`src/rtl/ula_pkg.sv`:
```
// ula_pkg: shared types and widths for the ULA divider datapath.
//   div_state_t  : divider FSM states
//   ULA_DVD_W    : dividend / quotient width
//   ULA_DVS_W    : divisor / remainder width
package ula_pkg;

    localparam int ULA_DVD_W = 16;
    localparam int ULA_DVS_W = 8;

    typedef enum logic [1:0] {
        DIV_IDLE,
        DIV_RUN,
        DIV_FIXUP,
        DIV_DONE
    } div_state_t;

endpackage

```
`src/rtl/ula_divider_if.sv`:
```
// ula_divider_if: start/busy/done handshake and operand/result bus between
// the ULA control FSM (master) and the divider (slave).
//   start, dividend, divisor              : master -> slave
//   busy, done, quotient, remainder, flags : slave -> master
interface ula_divider_if;
    import ula_pkg::*;

    logic                 start;
    logic [ULA_DVD_W-1:0] dividend;
    logic [ULA_DVS_W-1:0] divisor;
    logic                 busy;
    logic                 done;
    logic [ULA_DVD_W-1:0] quotient;
    logic [ULA_DVS_W-1:0] remainder;
    logic                 sign_flag;
    logic                 zero_flag;
    logic                 div_by_zero;
    logic                 overflow;

    modport master (
        output start, dividend, divisor,
        input  busy, done, quotient, remainder,
        input  sign_flag, zero_flag, div_by_zero, overflow
    );

    modport slave (
        input  start, dividend, divisor,
        output busy, done, quotient, remainder,
        output sign_flag, zero_flag, div_by_zero, overflow
    );

endinterface

```
`src/rtl/full_adder.sv`:
```
// full_adder: one-bit full adder, the cell of the ULA adder datapath.
//   a, b, cin : addend bits and carry in
//   sum, cout : sum bit and carry out
module full_adder (
    input  logic a,
    input  logic b,
    input  logic cin,
    output logic sum,
    output logic cout
);

    assign sum  = a ^ b ^ cin;
    assign cout = (a & b) | (cin & (a ^ b));

endmodule

```
`src/rtl/rca_eight_bits.sv`:
```
// rca_eight_bits: 8-bit ripple-carry adder built from full_adder cells.
//   a, b : 8-bit addends
//   cin  : carry into bit 0
//   sum  : 8-bit sum
//   cout : carry out of bit 7
module rca_eight_bits (
    input  logic [7:0] a,
    input  logic [7:0] b,
    input  logic       cin,
    output logic [7:0] sum,
    output logic       cout
);

    logic [8:0] carry;

    assign carry[0] = cin;
    assign cout     = carry[8];

    for (genvar i = 0; i < 8; i++) begin : g_bit
        full_adder u_fa (
            .a    (a[i]),
            .b    (b[i]),
            .cin  (carry[i]),
            .sum  (sum[i]),
            .cout (carry[i+1])
        );
    end

endmodule

```
`src/rtl/ula_div_step.sv`:
```
// ula_div_step: one radix-2 restoring division step (combinational).
//   rem_in  : current partial remainder (always below the divisor magnitude)
//   bit_in  : next dividend bit shifted into the remainder
//   dvs_mag : 9-bit divisor magnitude (1..128)
//   rem_out : partial remainder after the conditional subtract
//   q_bit   : quotient bit, 1 when the subtract was taken
module ula_div_step (
    input  logic [7:0] rem_in,
    input  logic       bit_in,
    input  logic [8:0] dvs_mag,
    output logic [7:0] rem_out,
    output logic       q_bit
);

    logic [8:0] shifted;
    logic [8:0] dvs_inv;
    logic [7:0] diff_lo;
    logic       carry_lo;
    logic       diff_msb_unused;

    assign shifted = {rem_in, bit_in};
    assign dvs_inv = ~dvs_mag;

    // shifted - dvs_mag as shifted + ~dvs_mag + 1; the final carry is the
    // "no borrow" indication, i.e. shifted >= dvs_mag.
    rca_eight_bits u_sub_lo (
        .a    (shifted[7:0]),
        .b    (dvs_inv[7:0]),
        .cin  (1'b1),
        .sum  (diff_lo),
        .cout (carry_lo)
    );

    full_adder u_sub_hi (
        .a    (shifted[8]),
        .b    (dvs_inv[8]),
        .cin  (carry_lo),
        .sum  (diff_msb_unused),
        .cout (q_bit)
    );

    // The kept remainder is below the divisor magnitude (<= 128), so only
    // the low byte of either path ever carries information.
    assign rem_out = q_bit ? diff_lo : shifted[7:0];

endmodule

```
`src/rtl/ula_divider.sv`:
```
// ula_divider: sequential signed divider, 16-bit dividend / 8-bit divisor.
// Restoring shift-subtract on magnitudes, one quotient bit per clock,
// followed by a sign fix-up cycle and a one-cycle done pulse.
//   clk   : rising-edge clock
//   reset : synchronous active-high reset
//   bus   : slave side of ula_divider_if (start/operands in,
//           busy/done/quotient/remainder/flags out)
module ula_divider
    import ula_pkg::*;
#(
    parameter int DIVIDEND_W = ULA_DVD_W,
    parameter int DIVISOR_W  = ULA_DVS_W
) (
    input logic          clk,
    input logic          reset,
    ula_divider_if.slave bus
);

    div_state_t state_q, state_d;

    logic [3:0]            count_q, count_d;
    logic [DIVIDEND_W-1:0] q_q, q_d;
    logic [DIVISOR_W-1:0]  p_q, p_d;
    logic [DIVISOR_W:0]    dvs_mag_q, dvs_mag_d;
    logic                  dvd_neg_q, dvd_neg_d;
    logic                  dvs_neg_q, dvs_neg_d;
    logic                  dvz_q, dvz_d;

    logic [DIVIDEND_W-1:0] quotient_q, quotient_d;
    logic [DIVISOR_W-1:0]  remainder_q, remainder_d;
    logic                  sign_q, sign_d;
    logic                  zero_q, zero_d;
    logic                  dbz_q, dbz_d;
    logic                  ovf_q, ovf_d;

    // Shared negators (invert + ripple increment). In IDLE they produce the
    // operand magnitudes; in FIXUP they produce the signed results.
    logic [DIVIDEND_W-1:0] neg16_src, neg16_inv, neg16;
    logic                  neg16_c8;
    logic                  neg16_carry_unused;
    logic [DIVISOR_W-1:0]  neg8_src, neg8;
    logic                  neg8_carry_unused;

    assign neg16_src = (state_q == DIV_IDLE) ? bus.dividend : q_q;
    assign neg16_inv = ~neg16_src;
    assign neg8_src  = (state_q == DIV_IDLE) ? bus.divisor : p_q;

    rca_eight_bits u_neg16_lo (
        .a    (neg16_inv[7:0]),
        .b    (8'h00),
        .cin  (1'b1),
        .sum  (neg16[7:0]),
        .cout (neg16_c8)
    );

    rca_eight_bits u_neg16_hi (
        .a    (neg16_inv[15:8]),
        .b    (8'h00),
        .cin  (neg16_c8),
        .sum  (neg16[15:8]),
        .cout (neg16_carry_unused)
    );

    rca_eight_bits u_neg8 (
        .a    (~neg8_src),
        .b    (8'h00),
        .cin  (1'b1),
        .sum  (neg8),
        .cout (neg8_carry_unused)
    );

    logic [DIVISOR_W-1:0] step_rem;
    logic                 step_bit;

    ula_div_step u_step (
        .rem_in  (p_q),
        .bit_in  (q_q[DIVIDEND_W-1]),
        .dvs_mag (dvs_mag_q),
        .rem_out (step_rem),
        .q_bit   (step_bit)
    );

    // Next-state and datapath control. Q holds the dividend magnitude at
    // accept and shifts quotient bits in from the bottom as dividend bits
    // leave from the top.
    always_comb begin
        state_d     = state_q;
        count_d     = count_q;
        q_d         = q_q;
        p_d         = p_q;
        dvs_mag_d   = dvs_mag_q;
        dvd_neg_d   = dvd_neg_q;
        dvs_neg_d   = dvs_neg_q;
        dvz_d       = dvz_q;
        quotient_d  = quotient_q;
        remainder_d = remainder_q;
        sign_d      = sign_q;
        zero_d      = zero_q;
        dbz_d       = dbz_q;
        ovf_d       = ovf_q;

        case (state_q)
            DIV_IDLE: begin
                if (bus.start) begin
                    q_d       = bus.dividend[DIVIDEND_W-1] ? neg16 : bus.dividend;
                    dvs_mag_d = {1'b0, (bus.divisor[DIVISOR_W-1] ? neg8 : bus.divisor)};
                    dvd_neg_d = bus.dividend[DIVIDEND_W-1];
                    dvs_neg_d = bus.divisor[DIVISOR_W-1];
                    dvz_d     = (bus.divisor == '0);
                    p_d       = '0;
                    count_d   = '0;
                    sign_d    = 1'b0;
                    zero_d    = 1'b0;
                    dbz_d     = 1'b0;
                    ovf_d     = 1'b0;
                    state_d   = (bus.divisor == '0) ? DIV_FIXUP : DIV_RUN;
                end
            end

            DIV_RUN: begin
                q_d     = {q_q[DIVIDEND_W-2:0], step_bit};
                p_d     = step_rem;
                count_d = count_q + 4'd1;
                if (count_q == 4'(DIVIDEND_W - 1)) begin
                    state_d = DIV_FIXUP;
                end
            end

            DIV_FIXUP: begin
                if (dvz_q) begin
                    quotient_d  = '0;
                    remainder_d = '0;
                    sign_d      = 1'b0;
                    zero_d      = 1'b1;
                    dbz_d       = 1'b1;
                    ovf_d       = 1'b0;
                end else begin
                    quotient_d  = (dvd_neg_q ^ dvs_neg_q) ? neg16 : q_q;
                    remainder_d = dvd_neg_q ? neg8 : p_q;
                    sign_d      = quotient_d[DIVIDEND_W-1];
                    zero_d      = (quotient_d == '0);
                    // Only -32768 / -1 yields a magnitude of 32768 with a
                    // divisor magnitude of 1 and both operands negative.
                    ovf_d       = dvd_neg_q && dvs_neg_q
                                  && (q_q == {1'b1, {(DIVIDEND_W-1){1'b0}}})
                                  && (dvs_mag_q == (DIVISOR_W+1)'(1));
                end
                state_d = DIV_DONE;
            end

            DIV_DONE: begin
                state_d = DIV_IDLE;
            end

            default: begin
                state_d = DIV_IDLE;
            end
        endcase
    end

    always_ff @(posedge clk) begin
        if (reset) begin
            state_q     <= DIV_IDLE;
            count_q     <= '0;
            q_q         <= '0;
            p_q         <= '0;
            dvs_mag_q   <= '0;
            dvd_neg_q   <= 1'b0;
            dvs_neg_q   <= 1'b0;
            dvz_q       <= 1'b0;
            quotient_q  <= '0;
            remainder_q <= '0;
            sign_q      <= 1'b0;
            zero_q      <= 1'b0;
            dbz_q       <= 1'b0;
            ovf_q       <= 1'b0;
        end else begin
            state_q     <= state_d;
            count_q     <= count_d;
            q_q         <= q_d;
            p_q         <= p_d;
            dvs_mag_q   <= dvs_mag_d;
            dvd_neg_q   <= dvd_neg_d;
            dvs_neg_q   <= dvs_neg_d;
            dvz_q       <= dvz_d;
            quotient_q  <= quotient_d;
            remainder_q <= remainder_d;
            sign_q      <= sign_d;
            zero_q      <= zero_d;
            dbz_q       <= dbz_d;
            ovf_q       <= ovf_d;
        end
    end

    assign bus.busy        = (state_q == DIV_RUN) || (state_q == DIV_FIXUP);
    assign bus.done        = (state_q == DIV_DONE);
    assign bus.quotient    = quotient_q;
    assign bus.remainder   = remainder_q;
    assign bus.sign_flag   = sign_q;
    assign bus.zero_flag   = zero_q;
    assign bus.div_by_zero = dbz_q;
    assign bus.overflow    = ovf_q;

endmodule

```
`src/flat_wrapper.sv`:
```
// flat-port wrapper written by rule: the top's interface ports become plain ports
module ula_divider_flat import ula_pkg::*;
#(
    parameter int DIVIDEND_W = ULA_DVD_W,
    parameter int DIVISOR_W  = ULA_DVS_W
)
  (clk, reset, bus_start, bus_dividend, bus_divisor, bus_busy, bus_done, bus_quotient, bus_remainder, bus_sign_flag, bus_zero_flag, bus_div_by_zero, bus_overflow);
  ula_divider_if bus_i ();
  input logic clk;
  input logic reset;
  input wire logic [$bits(bus_i.start)-1:0] bus_start;
  input wire logic [$bits(bus_i.dividend)-1:0] bus_dividend;
  input wire logic [$bits(bus_i.divisor)-1:0] bus_divisor;
  output wire logic [$bits(bus_i.busy)-1:0] bus_busy;
  output wire logic [$bits(bus_i.done)-1:0] bus_done;
  output wire logic [$bits(bus_i.quotient)-1:0] bus_quotient;
  output wire logic [$bits(bus_i.remainder)-1:0] bus_remainder;
  output wire logic [$bits(bus_i.sign_flag)-1:0] bus_sign_flag;
  output wire logic [$bits(bus_i.zero_flag)-1:0] bus_zero_flag;
  output wire logic [$bits(bus_i.div_by_zero)-1:0] bus_div_by_zero;
  output wire logic [$bits(bus_i.overflow)-1:0] bus_overflow;
  assign bus_i.start = bus_start;
  assign bus_i.dividend = bus_dividend;
  assign bus_i.divisor = bus_divisor;
  assign bus_busy = bus_i.busy;
  assign bus_done = bus_i.done;
  assign bus_quotient = bus_i.quotient;
  assign bus_remainder = bus_i.remainder;
  assign bus_sign_flag = bus_i.sign_flag;
  assign bus_zero_flag = bus_i.zero_flag;
  assign bus_div_by_zero = bus_i.div_by_zero;
  assign bus_overflow = bus_i.overflow;
  ula_divider #(.DIVIDEND_W(DIVIDEND_W), .DIVISOR_W(DIVISOR_W)) u_core (.clk(clk), .reset(reset), .bus(bus_i));
endmodule
```
`config.mk`:
```
export PLATFORM = sky130hd
export DESIGN_NAME = ula_divider_flat
export DESIGN_NICKNAME = d
export VERILOG_FILES = /design/src/rtl/ula_pkg.sv /design/src/rtl/ula_divider_if.sv /design/src/rtl/full_adder.sv /design/src/rtl/rca_eight_bits.sv /design/src/rtl/ula_div_step.sv /design/src/rtl/ula_divider.sv /design/src/flat_wrapper.sv
export SDC_FILE = /design/constraint.sdc
export NUM_CORES = 1
export LEC_CHECK = 0
export CAP_MARGIN = 20
export CORE_MARGIN = 5
export CORE_UTILIZATION = 56
export DETAILED_ROUTE_END_ITERATION = 8
export PLACE_DENSITY = 0.92
export SETUP_SLACK_MARGIN = 0.1
export SLEW_MARGIN = 20
export SYNTH_ARGS = -nofsm -noshare
export SYNTH_HDL_FRONTEND = slang
export SYNTH_SLANG_ARGS = --single-unit
```
`constraint.sdc`:
```
create_clock -name clk -period 6.75 [get_ports clk]
set_clock_uncertainty 0.15 [all_clocks]
set_input_delay 1.35 -clock clk [delete_from_list [all_inputs] [get_ports clk]]
set_output_delay 1.35 -clock clk [all_outputs]
set_load 0.005 [all_outputs]
```
---- Yosys cells after proc, flatten, opt, wreduce, memory -nomap -nowiden ----
Cells that the tools add are included.
storage, ports and cells
  bits in registers ....................... 69
  input bits .............................. 27
  output and inout port bits .............. 30
  word-level logic and storage cells ...... 157
cells by class
  add/sub/neg operators ................... 1
  equal/unequal tests ..................... 9
  mux-type cells .......................... 28
  bitwise gates (word level) .............. 91
  reductions and logical operators ........ 14
operator list
  operator                                                         number
  16-bit two-way mux                                               5
  8-bit two-way mux                                                6
  1-bit XOR                                                        39
  1-bit bitwise AND                                                37
  16-bit case mux with 2 select lines                              1
  16-bit == test, second input constant                            1
  16-bit zero test                                                 1
  16-bit NOT                                                       1
  8-bit case mux with 2 select lines                               1
  8-bit NOT with 9-bit output                                      1
  1-bit bitwise OR                                                 9
  8-bit by 1-bit == test with 1-bit output, second input constant  1
  8-bit zero test                                                  1
  8-bit NOT                                                        1
  1-bit case mux with 2 select lines                               4
  2-bit case mux with 4 select lines                               1
  4-bit case mux with 2 select lines                               1
  2-bit AND reduction                                              4
  2-bit two-way mux                                                3
  1-bit two-way mux                                                5
  4-bit by 1-bit adder with 4-bit output, second input constant    1
  2-bit == test, second input constant                             2
  4-bit == test, second input constant                             1
  4-bit two-way mux                                                1
  9 further kinds                                                  15

---- Logic depth before layout (Yosys ltp) ----
Gate-level depths: netlist (run 1).
  depth in word-level cells ............... 22
  gate-level depth with buffers ........... 25
  mapped depth without buffers ............ 22

---- Modules after synthesis ----
Synthesis (run 1) repeated with hierarchy kept, for this count alone.
second synthesis, totals
  cell total of the unflattened synthesis .. 496
  area, all modules ....................... 4,535.6 sq um
modules (own cells, without submodules)
  module        times used  cells an instance  area an instance (sq um)  seq. area each (sq um)
  ula_divider   1           444                3,706.1                   1,381.3
  full_adder    33          1                  20.0                      0.0
  ula_div_step  1           19                 168.9                     0.0

---- Worst setup path after synthesis (run 1) ----
Ideal clock, no wire load.
  path kind ............................... input -> register
  start point ............................. input bus_dividend[0]
  end point ............................... register u_core.zero_q, in the netlist u_core.bus.zero_flag
  setup time .............................. 88 ps
  arrival time ............................ 4,888 ps
  data required time ...................... 6,512 ps
  setup slack ............................. 1,624 ps
  stages .................................. 20
  path buffers ............................ 0
  cell sequence ........................... mux2i_1 -> ha_1 -> ha_1 -> ha_1 -> ha_1 -> ha_1 -> ha_1 -> ha_1 -> ha_1 -> ha_1 -> ha_1 -> ha_1 -> ha_1 -> ha_1 -> ha_1 -> nor4_1 -> nand3_1 -> o21ai_0 -> nand2_1 -> o32ai_2
on the way
  cells in the longest elaborated chain, start to end .. 21
  elaborated cells on any way between the ends .. 36
  those cells by class .................... mux (4); bitwise (31); reduce/logical (1)
RTL lines
  what                                    line                RTL
  start: declaration                      flat_wrapper.sv:12  input wire logic [$bits(bus_i.dividend)-1:0] bus_dividend;
  16-bit two-way mux (*)                  ula_divider.sv:44   assign neg16_src = (state_q == DIV_IDLE) ? bus.dividend : q_q;
  16-bit NOT (*)                          ula_divider.sv:45   assign neg16_inv = ~neg16_src;
  1-bit bitwise AND (14 in a row)         full_adder.sv:13    assign cout = (a & b) | (cin & (a ^ b));
  1-bit XOR                               full_adder.sv:12    assign sum = a ^ b ^ cin;
  16-bit two-way mux (*)                  ula_divider.sv:138  quotient_d = (dvd_neg_q ^ dvs_neg_q) ? neg16 : q_q;
  16-bit zero test (*)                    ula_divider.sv:141  zero_d = (quotient_d == '0);
  1-bit two-way mux (*)                   ula_divider.sv:130  if (dvz_q) begin
  1-bit case mux with 2 select lines (*)  ula_divider.sv:102  case (state_q)
  end signal: assignment                  ula_divider.sv:189  zero_q <= zero_d;
  end: declaration                        ula_divider.sv:32   logic zero_q, zero_d;
Mark *: on every way between the ends. The rest lies on a longest branch, timed or not.
A chain may end at the register's enable or synchronous reset.

---- Worst setup path after layout (run 1) ----
Ends and elaborated chain as after synthesis.

==> results.txt, run 1 <==
Fin util: 68.2%
Power per standard cell area: 432 nW/um^2
Latest clock arrival within the worst-skew pair: 0.36 ns
Drt initial violations: 308
Mapped Cells: 517
Nets: 613
Setup TNS Final: 0 ns
PostCTS Resize Cnt: 0
Minimum clock period: 5.67 ns
Vias per cell: 6.03
Hold Path Depth: 2
CP max stage cell: clkdlybuf4s50_1
CTS tree: yes
Worst-margin pin slew: 0.835 ns
Worst-path clk slew: 0.08 ns
Sequential area share after synthesis: 32.4%
Outcome: finished clean
Critical-path cell list: clkdlybuf4s50_1 > mux2i_1 > ha_1 > ha_1 > ha_1 > ha_1 > ha_1 > ha_1 > ha_1 > ha_1 > ha_1 > ha_1 > ha_1 > ha_1 > ha_1 > ha_1 > nor4_1 > nand3_1 > o21ai_0 > nand2_1 > o32ai_2
# diodes: 0
Initial Utilization: 58.2%
Fillers: 541
Most used cells in the layout excluding fill and tap cells: 78 x nand2_1, 69 x dfxtp_1, 57 x a21oi_1, 54 x clkdlybuf4s50_1, 51 x nor2_1
Core area: 7330 um^2
Root Buffer: clkbuf_8
Post-synth ARST share: 0%
Flop-to-flop setup slack: 1.79 ns
Power Total: 2.16 mW
#FFs+latches synth: 69
Final hold vios: 0
Min-Delay Endpoint: u_core.bus.sign_flag
Main synth FF type: dfxtp_1
DP Wirelength: 7650 um
Critical Path AT: 5.78 ns
Initial antenna violation count: 0
Avg WL per Cell: 17.0 um
Iteration count of the initial detailed-routing pass: 5
CTS Hold Bufs: 0
First-pass GRT wire length: 18600 um
IO Pins: 57
Overflow left after global routing: 0
Kind of critical path: in2reg
Max cap viols: 0
Largest net degree at the start of global routing: 71
Commonest non-fill, non-tap cell in the layout: nand2_1
Pleak: 2.03 nW
Pre-CTS WS: 0.758 ns
Slew HR: 44.3%
# clock sinks: 69
GRT Total Usage: 23.4%
R2R depth: 21
Syn avg cell area: 8.25 um^2
DR vias: 3955
Area of the mapped netlist: 4270 um^2
DRC violations left: 0
Post-synthesis cell type count: 46
RSZ-0062 raised after global routing: no
Placer Congestion: 0.868
Worst R2R Start: u_core.state_q[1]
Critical path startpoint category: input port
Yosys Warn Count: 0
ANT nets after route: 0
Max Fclk: 177 MHz
VDD IR-drop max: 0.199 mV
Layout cells sized above 1: 8.80%
PortBufs: 56
Die X-Extent: 97.3 um
CP peak stage delay: 0.52 ns
Syn_nets: 578
Layout area overhead: 17.2%
WL final: 11200 um
Total setup buffers inserted after CTS: 0
Number of flops mapped to enable cells by yosys: 0
Final setup vio count: 0
WP data required: 6.87 ns
R2r endpoint: u_core.bus.zero_flag
CP most frequent cell: ha_1
Final worst-path cycle share: 83.9%
Clock Path Buffers: 2
Number of global-route vias before repair: 3884
Slew Viols, Final: 0
WHS: 0.315 ns
CP max FO: 3
Die height: 97.3 um
Standard-cell row count: 31
CP Capture Type: flip-flop
Worst hold start: u_core.bus.sign_flag
Hold WC Path Type: reg2reg
H-tree lvl count: 3
Die ar.: 9460 um^2
CTS Buf Count: 9
Post-route setup slack: 1.08 ns
==> kinds of logic (layout without fill, tap and decap cells) <==
| group | after synthesis | after routing | synth area share [%] |
|---|---|---|---|
| buf+inv | 49 | 89 | 5.16 |
| fa+ha+maj | 34 | 34 | 11.2 |
| compound gates | 112 | 112 | 15.5 |
| simple gates | 190 | 190 | 20.3 |
| xor+xnor | 1 | 1 | 0.205 |
| mux | 62 | 62 | 15.2 |
| flops | 69 | 69 | 32.4 |
==> cells in the mapped netlist, types with 6 or more instances <==
master | instances | share of area, %
buf_2 | 11 | 1.3
inv_1 | 13 | 1.1
dfxtp_1 | 69 | 32
nor4_1 | 7 | 1.0
mux2_2 | 18 | 4.8
nor2b_1 | 25 | 3.7
a22oi_1 | 7 | 1.2
clkbuf_1 | 21 | 1.8
nand3_1 | 7 | 0.82
nand2_1 | 78 | 6.9
a211oi_1 | 11 | 1.9
nor2_1 | 51 | 4.5
ha_1 | 27 | 7.9
o21ai_0 | 21 | 2.5
a21oi_1 | 57 | 6.7
nand2b_1 | 6 | 0.88
fa_1 | 7 | 3.3
mux2i_1 | 43 | 10
==> how the worst max path moves through the flow <==
stage                                from                    to  slack (ns)  depth (start not counted)
after floorplan           bus_dividend[0]  u_core.bus.zero_flag        1.62                         20
after global placement    bus_dividend[0]  u_core.bus.zero_flag        0.94                         21
after detailed placement  bus_dividend[0]  u_core.bus.zero_flag        0.76                         21
after CTS                 bus_dividend[0]  u_core.bus.zero_flag        1.14                         21
after global routing      bus_dividend[0]  u_core.bus.zero_flag        0.98                         21
final                     bus_dividend[0]  u_core.bus.zero_flag        1.08                         21
==> layout make-up <==
class / instances / area, um^2 / area share [%]
multi-input combinational: 399 / 2680 / 53.5
clock inverter: 7 / 66.3 / 1.33
timing repair buffer: 60 / 581 / 11.6
tap: 99 / 124 / 2.48
clock buffer: 9 / 124 / 2.48
sequential: 69 / 1380 / 27.6
inverter: 13 / 48.8 / 0.976
==> report_power, final <==
part | leakage [nW] | internal, mW | switching, mW
clock | 0.0987 | 0.169 | 0.169
sequential | 0.562 | 0.503 | 0.106
combinational | 1.37 | 0.508 | 0.705
total | 2.03 | 1.18 | 0.981
==> worst max-delay path: cells and delay by family <==
family / cells / cell delay [ns]
simple gates: 3 / 0.49
buf+inv: 1 / 0.52
mux: 1 / 0.12
compound gates: 2 / 0.39
fa+ha+maj: 14 / 2.93
==> routing by layer <==
metal  track usage, %  wire, um  up-vias
li1                 -         -     1863
met1             30.1      4840     1905
met2             38.5      5460      162
met3             5.46       663       25
met4             8.09       187        0
met5                0         0        -
==> state kept, by name (all words and copies together), names as in the netlist <==
| name | flops |
|---|---|
| u_core.bus.sign_flag | 1 |
| u_core.bus.div_by_zero | 1 |
| u_core.state_q | 2 |
| u_core.dvd_neg_q | 1 |
| u_core.bus.remainder | 8 |
| u_core.bus.overflow | 1 |
| u_core.dvz_q | 1 |
| u_core.dvs_neg_q | 1 |
| u_core.q_q | 16 |
| u_core.bus.quotient | 16 |
| u_core.bus.zero_flag | 1 |
| u_core.p_q | 8 |
| u_core.dvs_mag_q | 8 |
| u_core.count_q | 4 |
==> metrics by stage <==
step                cell area (um^2)  instances
floorplan                       4270        517
detailed placement              4810        640
global placement                4810        640
CTS                             5000        656
finish                          5000        656
global route                    5000        656
Power figures use the tool's default switching activity.
==> inputs of run 2 (changes only) <==
--- a/config.mk
+++ b/config.mk
@@ -7,9 +7,9 @@
 export LEC_CHECK = 0
 export CAP_MARGIN = 20
 export CORE_MARGIN = 5
-export CORE_UTILIZATION = 56
+export CORE_UTILIZATION = 50
 export DETAILED_ROUTE_END_ITERATION = 8
-export PLACE_DENSITY = 0.92
+export PLACE_DENSITY = 0.87
 export SETUP_SLACK_MARGIN = 0.1
 export SLEW_MARGIN = 20
 export SYNTH_ARGS = -nofsm -noshare
==> constraint.sdc (replaced) <==
create_clock -name clk -period 5.15 [get_ports clk]
set_clock_uncertainty 0.15 [all_clocks]
set_input_delay 1.03 -clock clk [delete_from_list [all_inputs] [get_ports clk]]
set_output_delay 1.03 -clock clk [all_outputs]
set_load 0.005 [all_outputs]
==> run 2 against run 1 <==
  * Cell area is 1.4% higher
  * Critical path type unchanged
  * First-iteration DRC count is 5.8% lower
  * Cell count increased by 1.8%
  * Worst hold slack got worse by 0.0079 ns
  * Critical path depth unchanged
  * Via count is 4.0% lower
  * Non-clock buffer count rose by 6
  * Worst setup slack worse by 0.89 ns
  * Combinational power increased by 31%
  * Total power increased by 30%
  * Global-route usage down 2.3 points
  * Sequential cell count did not move
==> results.txt, run 2 (synthesis results as in run 1) <==
Hold WC Path Type: reg2reg
Met2 WL: 4960 um (-9.2%)
Power Total: 2.81 mW (+30%)
GRT Total Usage: 21.1% (-2.3 points)
DP Wirelength: 7440 um (-2.8%)
First-pass GRT wire length: 17600 um (-5.2%)
Initial Utilization: 51.7% (-6.5 points)
CTS tree: yes
Nets: 619 (+0.98%)
RSZ-0062 raised after global routing: no
Iteration count of the initial detailed-routing pass: 5 (unchanged)
Net Sw Power: 1.23 mW (+26%)
Slew HR: 43.9% (-0.36 points)
Metal1 wirelength: 4700 um (-3.0%)
Total setup buffers inserted after CTS: 0 (unchanged)
Most used cells in the layout excluding fill and tap cells: 78 x nand2_1, 69 x dfxtp_1, 57 x a21oi_1, 51 x nor2_1, 51 x clkdlybuf4s50_1
Clock power share: 15.1% (-0.5 points)
Root Buffer: clkbuf_8
Sw frac: 43.9% (-1.5 points)
Finished Cell Area: 5070 um^2 (+1.4%)
Power per standard cell area: 554 nW/um^2 (+28%)
DRC violations left: 0 (unchanged)
# diodes: 0 (unchanged)
Highest Signal Layer: met4
Standard-cell row count: 33 (+6.5%)
DR vias: 3796 (-4.0%)
Setup TNS Final: 0 ns (unchanged)
ANT nets after route: 0 (unchanged)
Layout area overhead: 18.8%
Kind of critical path: in2reg
Logic pwr share: 56.7% (+0.5 points)
IO Pins: 57 (unchanged)
Final setup vio count: 0 (unchanged)
Max cap viols: 0 (unchanged)
CP max FO: 3 (unchanged)
Internal Power: 1.58 mW (+34%)
Seq pwr share: 28.2% (about the same)
Vias per cell: 5.68 (-5.7%)
Avg WL per Cell: 15.9 um (-6.5%)
Latest clock arrival within the worst-skew pair: 0.34 ns (-0.02 ns)
Critical Path AT: 5.07 ns (-0.71 ns)
H-tree lvl count: 3 (unchanged)
Worst-path clk slew: 0.07 ns (about the same)
Clock Path Buffers: 2 (unchanged)
Overflow left after global routing: 0 (unchanged)
VDD IR-drop max: 0.249 mV (+25%)
Final worst-path cycle share: 96.2%
PortBufs: 56 (unchanged)
Final hold vios: 0 (unchanged)
CTS Buf Count: 9 (unchanged)
Minimum clock period: 4.96 ns
Met3 WL: 734 um (+11%)
Die ar.: 10500 um^2 (+11%)
WP data required: 5.26 ns (-1.61 ns)
Commonest non-fill, non-tap cell in the layout: nand2_1
Number of global-route vias before repair: 3779 (-2.7%)
Placer Congestion: 0.866 (-0.15%)
Drt initial violations: 290 (-5.8%)
Layout cells sized above 1: 10.5% (+1.7 points)
Core area: 8260 um^2 (+13%)
Critical path startpoint category: input port
Largest net degree at the start of global routing: 40 (-44%)
WL final: 10600 um (-4.8%)
Max Fclk: 202 MHz
Fin util: 61.4% (-6.8 points)
Fillers: 681 (+26%)
Pleak: 2.06 nW (+1.5%)
Die height: 102 um (+5.2%)
Placed Area: 4860 um^2 (+1.1%)
# clock sinks: 69 (unchanged)
Slew Viols, Final: 0 (unchanged)
Die X-Extent: 102 um (+5.2%)
Initial antenna violation count: 0 (unchanged)
Outcome: finished clean
CP Capture Type: flip-flop
Worst-margin pin slew: 0.841 ns (+0.00541 ns)
## run 2: changes by cell type in the layout (fill, tap and decap cells not counted), sizes merged
cell,change
buf,+6
clkbuf,+3
clkdlybuf4s15,+1
clkdlybuf4s50,-3
clkinv,-2
clkinvlp,-1
dlygate4sd2,+1
dlymetal6s2s,+1
## run 2: power groups by stage
| stage | logic, mW | registers, mW | clock network (mW) |
|---|---|---|---|
| detailed placement | 1.54 | 0.801 | 0 |
| floorplan | 1.18 | 0.764 | 0 |
| global route | 1.75 | 0.813 | 0.457 |
| global placement | 1.49 | 0.792 | 0 |
| finish | 1.59 | 0.794 | 0.424 |
| CTS | 1.57 | 0.790 | 0.432 |
## run 2: final timing paths
path | from | slack (ns) | endpoint | depth (start not counted)
max | bus_dividend[0] | 0.19 | u_core.bus.sign_flag | 21
min | u_core.bus.overflow | 0.31 | u_core.bus.overflow | 2
max reg2reg | u_core.state_q[1] | 0.29 | u_core.bus.sign_flag | 22
min reg2reg | u_core.bus.overflow | 0.31 | u_core.bus.overflow | 2
## run 2: stage by stage
step	setup slack (ns)	cells	hold slack, ns
floorplan	0.173	517	0.291
global placement	-0.376	652	0.292
detailed placement	-0.482	652	0.299
CTS	0.165	668	0.310
global route	0.134	668	0.337
finish	0.195	668	0.307
## run 2: layout make-up
type	count	area [um^2]	area share (%)
multi-input cells	399	2700	53.2
flip-flops and latches	69	1380	27.3
repair buffers	66	627	12.4
clock buffers	12	135	2.67
well taps	105	131	2.59
clock inverters	4	48.8	0.963
inverters	13	48.8	0.963
## run 2: worst max-delay path, cell delays in order
cell and delay, ns:
clkdlybuf4s15_1 0.25, mux2i_2 0.11, ha_1 0.22, ha_2 0.17, ha_1 0.19, ha_1 0.20
ha_1 0.20, ha_1 0.19, ha_1 0.20, ha_1 0.21, ha_2 0.19, ha_1 0.19
ha_1 0.20, ha_1 0.19, ha_1 0.21, ha_2 0.19, or3b_4 0.38, nand3_2 0.09
a22o_1 0.22, nand3b_1 0.09, a21oi_1 0.15
## run 2: routing by layer
metal	vias up	global-route usage, %
met5	-	0
li1	1871	-
met1	1750	27.9
met2	155	33.9
met4	0	8.68
met3	20	4.16
## run 2: timing repair
item,in CTS,in global routing
setup endpoints to repair,6,3
gates resized for setup,5,8
hold buffers,0,0
pin swaps,2,3
==> inputs of run 3 (changes only) <==
--- a/config.mk
+++ b/config.mk
@@ -6,6 +6,7 @@
 export NUM_CORES = 1
 export LEC_CHECK = 0
 export CAP_MARGIN = 20
+export CORE_ASPECT_RATIO = 0.6
 export CORE_MARGIN = 5
 export CORE_UTILIZATION = 50
 export DETAILED_ROUTE_END_ITERATION = 8
==> run 3 against run 2 <==
  * Routed wire length up 12%
  * Total power rose by 12%
  * Worst hold slack gained 0.012 ns
  * Combinational power rose by 8%
  * Critical endpoint is now u_core.bus.quotient[15]
==> results.txt, run 3 (synthesis results as in run 1) <==
Slew HR: 41.4% (-2.6 points)
Most used cells in the layout excluding fill and tap cells: 78 x nand2_1, 69 x dfxtp_1, 56 x a21oi_1, 51 x nor2_1, 51 x clkdlybuf4s50_1
DRC violations left: 0 (unchanged)
Worst-path clk slew: 0.06 ns (about the same)
Commonest non-fill, non-tap cell in the layout: nand2_1
CTS Buf Count: 9 (unchanged)
Final worst-path cycle share: 97.1% (+0.87 points)
Initial Utilization: 50.6% (-1.0 points)
WL final: 11900 um (+12%)
WHS: 0.319 ns (+0.0116 ns)
Post-route setup slack: 0.150 ns (-0.0449 ns)
CTS tree: yes
GR Layer Usage met3: 7.67% (+3.5 points)
CP Capture Type: flip-flop
Die height: 81.5 um (-20%)
# diodes: 0 (unchanged)
ANT nets after route: 0 (unchanged)
M2 GR Usage: 35.8% (+1.9 points)
Core area: 8430 um^2 (+2.0%)
Layout area overhead: 22.8%
Max Fclk: 200 MHz (-0.90%)
Iteration count of the initial detailed-routing pass: 5 (unchanged)
CTS Hold Bufs: 0 (unchanged)
Minimum clock period: 5.00 ns (+0.0449 ns)
RSZ-0062 raised after global routing: yes
Placer Congestion: 0.892 (+2.9%)
CP max stage cell: a22o_1
Slew Viols, Final: 0 (unchanged)
Setup TNS Final: 0 ns (unchanged)
CP most frequent cell: ha_1
IO Pins: 57 (unchanged)
Layout cells sized above 1: 10.9% (+0.46 points)
Pre-CTS WS: -0.455 ns (+0.0269 ns)
GRT busiest layer: met2
Pleak: 2.14 nW (+4.1%)
Critical-path cell list: clkdlybuf4s15_1 > mux2i_1 > ha_2 > ha_1 > ha_1 > ha_1 > ha_1 > ha_1 > ha_1 > ha_1 > ha_1 > ha_1 > ha_1 > ha_1 > ha_1 > ha_1 > buf_4 > nand2b_1 > nand3_1 > a22o_1 > buf_4 > a21oi_1 > nor2_1
Die ar.: 10500 um^2 (+0.59%)
CP max FO: 4 (+1)
CP peak stage delay: 0.30 ns (-0.08 ns)
Final setup vio count: 0 (unchanged)
Power per standard cell area: 603 nW/um^2 (+8.8%)
Critical path startpoint category: input port
Clock Path Buffers: 2 (unchanged)
DP Wirelength: 8220 um (+11%)
Routing usage on met1: 31.6% (+3.7 points)
Fillers: 692 (+1.6%)
Number of global-route vias before repair: 3836 (+1.5%)
Hold WC Path Type: reg2reg
Critical Path AT: 5.04 ns (-0.03 ns)
Standard-cell row count: 26 (-21%)
Root Buffer: clkbuf_16
Overflow left after global routing: 0 (unchanged)
Max cap viols: 0 (unchanged)
Worst-margin pin slew: 0.879 ns (+0.0384 ns)
Avg WL per Cell: 17.5 um (+10%)
Die X-Extent: 129 um (+26%)
PortBufs: 56 (unchanged)
Drt initial violations: 455 (+57%)
H-tree lvl count: 3 (unchanged)
Dpl cells: 661 (+1.4%)
Vias per cell: 5.85 (+3.0%)
VDD IR-drop max: 0.273 mV (+9.6%)
Outcome: finished clean
Fin util: 62.2% (+0.78 points)
DR vias: 3974 (+4.7%)
# clock sinks: 69 (unchanged)
First-pass GRT wire length: 19400 um (+9.9%)
GRT Total Usage: 23.3% (+2.1 points)
Largest net degree at the start of global routing: 44 (+10%)
Nets: 623 (+0.65%)
Kind of critical path: in2reg
WP data required: 5.19 ns (-0.07 ns)
Initial antenna violation count: 0 (unchanged)
Latest clock arrival within the worst-skew pair: 0.34 ns (about the same)
Fin cells: 679 (+1.6%)
Final hold vios: 0 (unchanged)
run 3: cell types whose count changed in the layout (fill, tap and decap cells not counted), moves of 2 or more:
cell,before,now
buf_4,10,14
ha_1,23,25
clkbuf_1,3,0
ha_2,4,1
clkbuf_16,0,9
clkbuf_8,9,3
run 3: path summary, 6_finish.rpt:
check	from	end	slack [ns]	cells past startpoint
worst min register to register	u_core.bus.remainder[0]	u_core.bus.remainder[0]	0.32	2
worst max-delay path	bus_dividend[0]	u_core.bus.quotient[15]	0.15	23
worst max register to register	u_core.state_q[0]	u_core.bus.quotient[15]	0.27	24
worst min-delay path	u_core.bus.remainder[0]	u_core.bus.remainder[0]	0.32	2
run 3: layer usage:
metal	vias up	wire [um]
met5	-	0
met4	0	181
met3	25	1240
met2	201	5090
met1	1861	5370
li1	1887	-
run 3: critical path: cells and delay by family:
kind	cells	cell delay, ns
buf+inv	3	0.50
simple gates	3	0.20
fa+ha+maj	14	2.78
compound gates	2	0.44
mux	1	0.10
run 3: through the flow:
step	total power [mW]	cell area, um^2
finish	3.16	5240
global route	3.37	5240
CTS	3.09	5200
detailed placement	2.42	4890
global placement	2.32	4880
floorplan	1.94	4270
run 3: final cells by class:
| class | instances | area (um^2) | area share [%] |
|---|---|---|---|
| multi-input combinational | 399 | 2700 | 51.6 |
| sequential | 69 | 1380 | 26.4 |
| timing repair buffer | 70 | 654 | 12.5 |
| clock buffer | 12 | 267 | 5.09 |
| tap | 112 | 140 | 2.68 |
| inverter | 13 | 48.8 | 0.932 |
| clock inverter | 4 | 45.0 | 0.860 |
run 3: where the power goes:
part	switching, mW	internal (mW)
sequential	0.141	0.660
combinational	0.990	0.724
clock	0.233	0.412
run 3: what timing repair did:
action	CTS	global route
setup endpoints to repair	3	2
resized for setup	5	5
pin swaps	5	4
setup buffers	0	2
